## config.mk

```make
export PLATFORM = sky130hd
export DESIGN_NAME = pconv_scheduler_flat
export DESIGN_NICKNAME = d
export VERILOG_FILES = /design/src/rtl/pconv_scheduler_if.sv /design/src/rtl/pconv_scheduler.sv /design/src/flat_wrapper.sv
export SDC_FILE = /design/constraint.sdc
export NUM_CORES = 1
export LEC_CHECK = 0
export CAP_MARGIN = 20
export CORE_AREA = 2 2 97 99
export DETAILED_ROUTE_END_ITERATION = 12
export DIE_AREA = 0 0 99 101
export PLACE_DENSITY = 0.82
export SYNTH_ARGS = -nofsm -noshare
export SYNTH_HDL_FRONTEND = slang
export SYNTH_SLANG_ARGS = --single-unit
```

## constraint.sdc

```tcl
create_clock -name clk -period 4.9 [get_ports clk]
set_input_delay 0.49 -clock clk [delete_from_list [all_inputs] [get_ports clk]]
set_output_delay 0.49 -clock clk [all_outputs]
set_load 0.005 [all_outputs]
```

## src/rtl/pconv_scheduler_if.sv

```systemverilog
// Result stream between the convolution sequencer and its consumer:
// one accumulated 3x3 result per handshake, tagged with its output row/column.
interface pconv_scheduler_if #(
   parameter int ACC_W = 20
);
   logic             o_valid;
   logic             o_ready;
   logic [ACC_W-1:0] o_data;
   logic [4:0]       o_row;
   logic [4:0]       o_col;

   modport master (output o_valid, output o_data, output o_row, output o_col, input o_ready);
   modport slave  (input o_valid, input o_data, input o_row, input o_col, output o_ready);
endinterface

```

## src/rtl/pconv_scheduler.sv

```systemverilog
// Frame sequencer for a 3-tap partial_conv datapath: for every output pixel of
// a 3x3 valid convolution it fetches the three kernel rows one at a time,
// routes each pixel triple to partial_conv with the matching kernel-row select,
// sums the three partial results and hands the total downstream.
module pconv_scheduler #(
   parameter int IMG_W  = 28,
   parameter int ADDR_W = 10,
   parameter int DATA_W = 24,
   parameter int PSUM_W = 18,
   parameter int ACC_W  = 20
) (
   input  logic                  clk,
   input  logic                  rst_n,
   input  logic                  start,
   output logic                  busy,
   output logic                  done,
   output logic                  img_ren,
   output logic [ADDR_W-1:0]     img_addr,
   input  logic [DATA_W-1:0]     img_rdata,
   output logic [DATA_W-1:0]     pc_data,
   output logic [1:0]            w_sel,
   input  logic [PSUM_W-1:0]     pc_psum,
   pconv_scheduler_if.master     res
);

   typedef enum logic [2:0] {IDLE, RD, MAC, OUT, DONE} state_t;

   // Last valid output row/column index of the (IMG_W-2)^2 result grid.
   localparam logic [4:0] LAST = 5'(IMG_W - 3);

   state_t            state;
   state_t            state_nxt;
   logic [4:0]        row;
   logic [4:0]        col;
   logic [1:0]        k;
   logic [ACC_W-1:0]  acc;
   logic [4:0]        row_k;
   logic [ADDR_W-1:0] rd_addr;
   logic              last_pix;

   // Word address of kernel row k for the current output pixel; each word
   // already carries the three horizontally adjacent pixels col..col+2.
   assign row_k    = row + {3'b000, k};
   assign rd_addr  = ADDR_W'(row_k) * ADDR_W'(IMG_W) + ADDR_W'(col);
   assign last_pix = (row == LAST) && (col == LAST);

   // State register; reset aborts any frame in flight.
   always_ff @(posedge clk or negedge rst_n) begin
      if (!rst_n) state <= IDLE;
      else        state <= state_nxt;
   end

   // Next-state decode and all outputs, which are pure functions of the state
   // and the position/accumulator registers so they read 0 outside their phase.
   always_comb begin
      state_nxt   = state;
      busy        = 1'b0;
      done        = 1'b0;
      img_ren     = 1'b0;
      img_addr    = '0;
      pc_data     = '0;
      w_sel       = 2'd0;
      res.o_valid = 1'b0;
      res.o_data  = '0;
      res.o_row   = 5'd0;
      res.o_col   = 5'd0;
      case (state)
         IDLE: begin
            if (start) state_nxt = RD;
         end
         RD: begin
            busy      = 1'b1;
            img_ren   = 1'b1;
            img_addr  = rd_addr;
            w_sel     = k;
            state_nxt = MAC;
         end
         MAC: begin
            busy      = 1'b1;
            pc_data   = img_rdata;
            w_sel     = k;
            state_nxt = (k == 2'd2) ? OUT : RD;
         end
         OUT: begin
            busy        = 1'b1;
            res.o_valid = 1'b1;
            res.o_data  = acc;
            res.o_row   = row;
            res.o_col   = col;
            if (res.o_ready) state_nxt = last_pix ? DONE : RD;
         end
         DONE: begin
            busy      = 1'b1;
            done      = 1'b1;
            state_nxt = IDLE;
         end
         default: state_nxt = IDLE;
      endcase
   end

   // Raster position, kernel-row index and partial-sum accumulator.
   always_ff @(posedge clk or negedge rst_n) begin
      if (!rst_n) begin
         row <= 5'd0;
         col <= 5'd0;
         k   <= 2'd0;
         acc <= '0;
      end else begin
         case (state)
            IDLE: begin
               if (start) begin
                  row <= 5'd0;
                  col <= 5'd0;
                  k   <= 2'd0;
                  acc <= '0;
               end
            end
            MAC: begin
               // Three 18-bit partials cannot exceed 20 bits, so no saturation.
               acc <= acc + {{(ACC_W-PSUM_W){1'b0}}, pc_psum};
               if (k != 2'd2) k <= k + 2'd1;
            end
            OUT: begin
               if (res.o_ready) begin
                  acc <= '0;
                  k   <= 2'd0;
                  if (col == LAST) begin
                     col <= 5'd0;
                     row <= row + 5'd1;
                  end else begin
                     col <= col + 5'd1;
                  end
               end
            end
            default: ;
         endcase
      end
   end

endmodule

```

## src/flat_wrapper.sv

```systemverilog
// flat-port wrapper written by rule: the top's interface ports become plain ports
module pconv_scheduler_flat 
#(
   parameter int IMG_W  = 28,
   parameter int ADDR_W = 10,
   parameter int DATA_W = 24,
   parameter int PSUM_W = 18,
   parameter int ACC_W  = 20
)
  (clk, rst_n, start, busy, done, img_ren, img_addr, img_rdata, pc_data, w_sel, pc_psum, res_o_valid, res_o_data, res_o_row, res_o_col, res_o_ready);
  pconv_scheduler_if #(.ACC_W(ACC_W)) res_i ();
  input  logic clk;
  input  logic rst_n;
  input  logic start;
  output logic busy;
  output logic done;
  output logic img_ren;
  output logic [ADDR_W-1:0] img_addr;
  input  logic [DATA_W-1:0] img_rdata;
  output logic [DATA_W-1:0] pc_data;
  output logic [1:0] w_sel;
  input  logic [PSUM_W-1:0] pc_psum;
  output wire logic [$bits(res_i.o_valid)-1:0] res_o_valid;
  output wire logic [$bits(res_i.o_data)-1:0] res_o_data;
  output wire logic [$bits(res_i.o_row)-1:0] res_o_row;
  output wire logic [$bits(res_i.o_col)-1:0] res_o_col;
  input wire logic [$bits(res_i.o_ready)-1:0] res_o_ready;
  assign res_o_valid = res_i.o_valid;
  assign res_o_data = res_i.o_data;
  assign res_o_row = res_i.o_row;
  assign res_o_col = res_i.o_col;
  assign res_i.o_ready = res_o_ready;
  pconv_scheduler #(.IMG_W(IMG_W), .ADDR_W(ADDR_W), .DATA_W(DATA_W), .PSUM_W(PSUM_W), .ACC_W(ACC_W)) u_core (.clk(clk), .rst_n(rst_n), .start(start), .busy(busy), .done(done), .img_ren(img_ren), .img_addr(img_addr), .img_rdata(img_rdata), .pc_data(pc_data), .w_sel(w_sel), .pc_psum(pc_psum), .res(res_i));
endmodule
```

==> qor.yml <==
run_status:
  outcome: "completed"
synthesis:
  synthSimpleGateAreaFrac_pct: 25.09
  synth-adder-area-share_pct: 15.84
  yosys_register_bits: 35
  synth_edf_count: 0
  synth_cell_types: 54
  avgSynthCellArea_um2: 8.335
  synthesis.nets: 504
  synth_top_family_by_area: "simple AND/OR/NAND/NOR gates"
  muxShareOfSynthArea_pct: 0.2880
  synth_compound_area_share_pct: 20.88
  synth_xor_area_share_pct: 8.315
  ys_async_sr_fraction_pct: 100.0
  ys.flop_type: "dfrtp_1"
  yosysSeqAreaShare_pct: 25.20
  yosys_warnings: 0
  postSynthCellCount: 417
  synth_area_um2: 3476
pwr:
  powerDensity_nw_per_um2: 498.8
  p_leak_nw: 2.160
  seq_power_share_pct: 20.6
  peakVddDrop_mv: 0.2250
  power_w: 0.002413
  p_switching_w: 0.001049
  swShare_pct: 43.48
  internal_power_w: 0.001364
  p_comb_share_pct: 68.0
  power_frac_clock_pct: 11.4
timing:
  fin_hold_ws_ns: 0.5167
  tns_ns: 0
  fin_crit_sh_pct: 94.28
  fin_crit_ns: 4.620
  fmax_mhz: 216.5
  worst_pin_slew_ns: 0.8743
  finalHoldViolations: 0
  maxSlewViolCount: 0
  rsz0062_at_grt: "false"
  fin_skew_ns: 0.007617
  slew-limit-headroom_pct: 41.71
  setup_viol: 0
grt:
  antenna_found_initial: 0
  grt_usage_pct: 18.60
  grt_max_degree: 36
  grt-ovfl-total: 0
  grt_pass1_vias: 3326
  grt_pass1_wl_um: 15370
detailed_routing:
  drtPass1Iterations: 4
  viasPerCell: 5.295
  drc_errors: 0
  ant_nets: 0
  wl_um: 9422
  wl_per_cell_um: 14.88
  drt-initial-drc-count: 123
  vias: 3352
clock_network:
  cts_resized: 0
  max-clock-path-buffers: 2
  cts_sinks: 35
  numCtsBuffers: 5
  clockRootBuffer: "clkbuf_8"
  cts_tree: "done"
  ctsHoldBuffers: 0
  clk_latency_ns: 0.29
  htreeDepth: 2
  clk_pin_slew_worst_paths_ns: 0.08
  cts_setup_buffers: 0
critical_path:
  cp-end-kind: "primary output"
  crit_required_ns: 4.41
  crit_type: "reg2out"
  worst-path-max-fanout: 7
  arrival_ns: 4.13
  critPathLaunchType: "flip-flop"
  r2r_slack_ns: 2.54
die:
  core_area_um2: 8977
  die_w_um: 99
  fp.dieArea_um2: 9999
  boundaryPins: 116
  die_h_um: 101
  rows: 35
  initial_core_util_pct: 38.72
finish:
  drive_gt1_share_pct: 5.172
  num-fill-cells: 820
  nets: 608
  layout_common_cells: "clkdlybuf4s50_1, and2_1, nand2_1, ha_1, dfrtp_1"
  final_common_cell: "clkdlybuf4s50_1"
  final_util_pct: 53.90
  diodes: 0
  area_delta_synth_final_pct: 39.20
worst_hold_path:
  hold_path.class: "reg2reg"
run:
  maxCapViolations: 0
place:
  port_buffers: 115
  dpl.hpwl_um: 7259
  gp_congestion: 0.8327
==> metal layers <==
layer,vias to the layer above,wire length (um),GRT usage (%)
met4,0,106,4.426
met5,-,0,0
met3,11,344,3.329
met2,83,5027,34.67
met1,1599,3945,22.12
li1,1659,-,-
==> synth_stat cells (2+ instances only) <==
master	count	area (um^2)
o21bai_1	2	15.01
a21o_1	12	90.09
dfrtp_1	35	875.8
o21ai_1	9	45.04
ha_1	36	450.4
buf_2	5	25.02
a21oi_1	27	135.1
clkbuf_1	16	60.06
nor4_1	2	12.51
a22o_1	5	43.79
nor3_1	3	15.01
a21oi_2	2	17.52
o21ai_0	22	110.1
o32ai_1	2	17.52
nand2_1	36	135.1
or3_1	2	12.51
inv_1	15	56.30
xor2_1	18	157.7
a211oi_1	4	30.03
and2_1	58	362.9
nor4b_1	2	17.52
nor2_1	27	101.4
fa_1	5	100.1
nor2b_1	4	25.02
nand3_1	12	60.06
nand4_1	7	43.79
and3_1	4	25.02
xnor2_1	15	131.4
o211ai_1	5	37.54
==> path summary, 6_finish.rpt <==
kind / to / cells past startpoint / from
max in group asynchronous: u_core.col[0] / 2 / rst_n
worst max register to register: u_core.acc[18] / 8 / u_core.acc[0]
worst min register to register: u_core.acc[8] / 2 / u_core.acc[8]
worst max-delay path: img_addr[9] / 13 / u_core.row[0]
min in group asynchronous: u_core.acc[14] / 2 / rst_n
worst min-delay path: u_core.acc[8] / 2 / u_core.acc[8]
==> state kept, by name, summed over array words and instances, names as in the netlist <==
register      cells
u_core.col        5
u_core.state      3
u_core.acc       20
u_core.row        5
u_core.k          2
==> cell type report <==
type / instances / area [um^2] / area share [%]
clock buffers: 6 / 82.58 / 1.707
clock inverters: 2 / 35.03 / 0.7241
inverters: 15 / 56.30 / 1.164
multi-input cells: 345 / 2461 / 50.87
flip-flops and latches: 35 / 875.8 / 18.10
well taps: 111 / 138.9 / 2.870
repair buffers: 119 / 1189 / 24.57
==> per-stage QoR <==
stage | worst slack (ns) | instances | cell area [um^2]
final | 0.2802 | 633 | 4838
after global routing | 0.006641 | 633 | 4838
after CTS | 0.2286 | 632 | 4810
after detailed placement | 0.5622 | 624 | 4692
after global placement | 0.6899 | 624 | 4692
after floorplan | 1.065 | 417 | 3476
==> logic make-up (layout without fill, tap and decap cells) <==
kind of cell,count (synthesis),in the layout
muxes,1,1
buffers and inverters,37,142
xor gates and xnor gates,33,33
AOI/OAI and AO/OA,105,105
DFF,35,35
adders and majority gates,41,41
and+or+nand+nor,165,165
==> critical path: stages (launching register included) <==
cell and delay, ns:
dfrtp_1 0.45, ha_1 0.23, fa_1 0.44, xor2_2 0.21, fa_1 0.49, ha_1 0.22, fa_1 0.41, xor2_1 0.27
nand2_1 0.09, nor2_1 0.17, nand3_1 0.11, xor2_1 0.15, nor2_1 0.08, clkdlybuf4s50_1 0.50
==> power by group through the flow <==
stage	clock (W)	combinational [W]	sequential, W
3_5_place_dp	0	0.00162	0.000502
2_1_floorplan	0	0.00110	0.000469
4_1_cts	0.000286	0.00163	0.000498
3_3_place_gp	0	0.00157	0.000498
6_report	0.000275	0.00164	0.000498
5_1_grt	0.000297	0.00182	0.000516
Note: power is estimated with default switching activity, not from simulation.
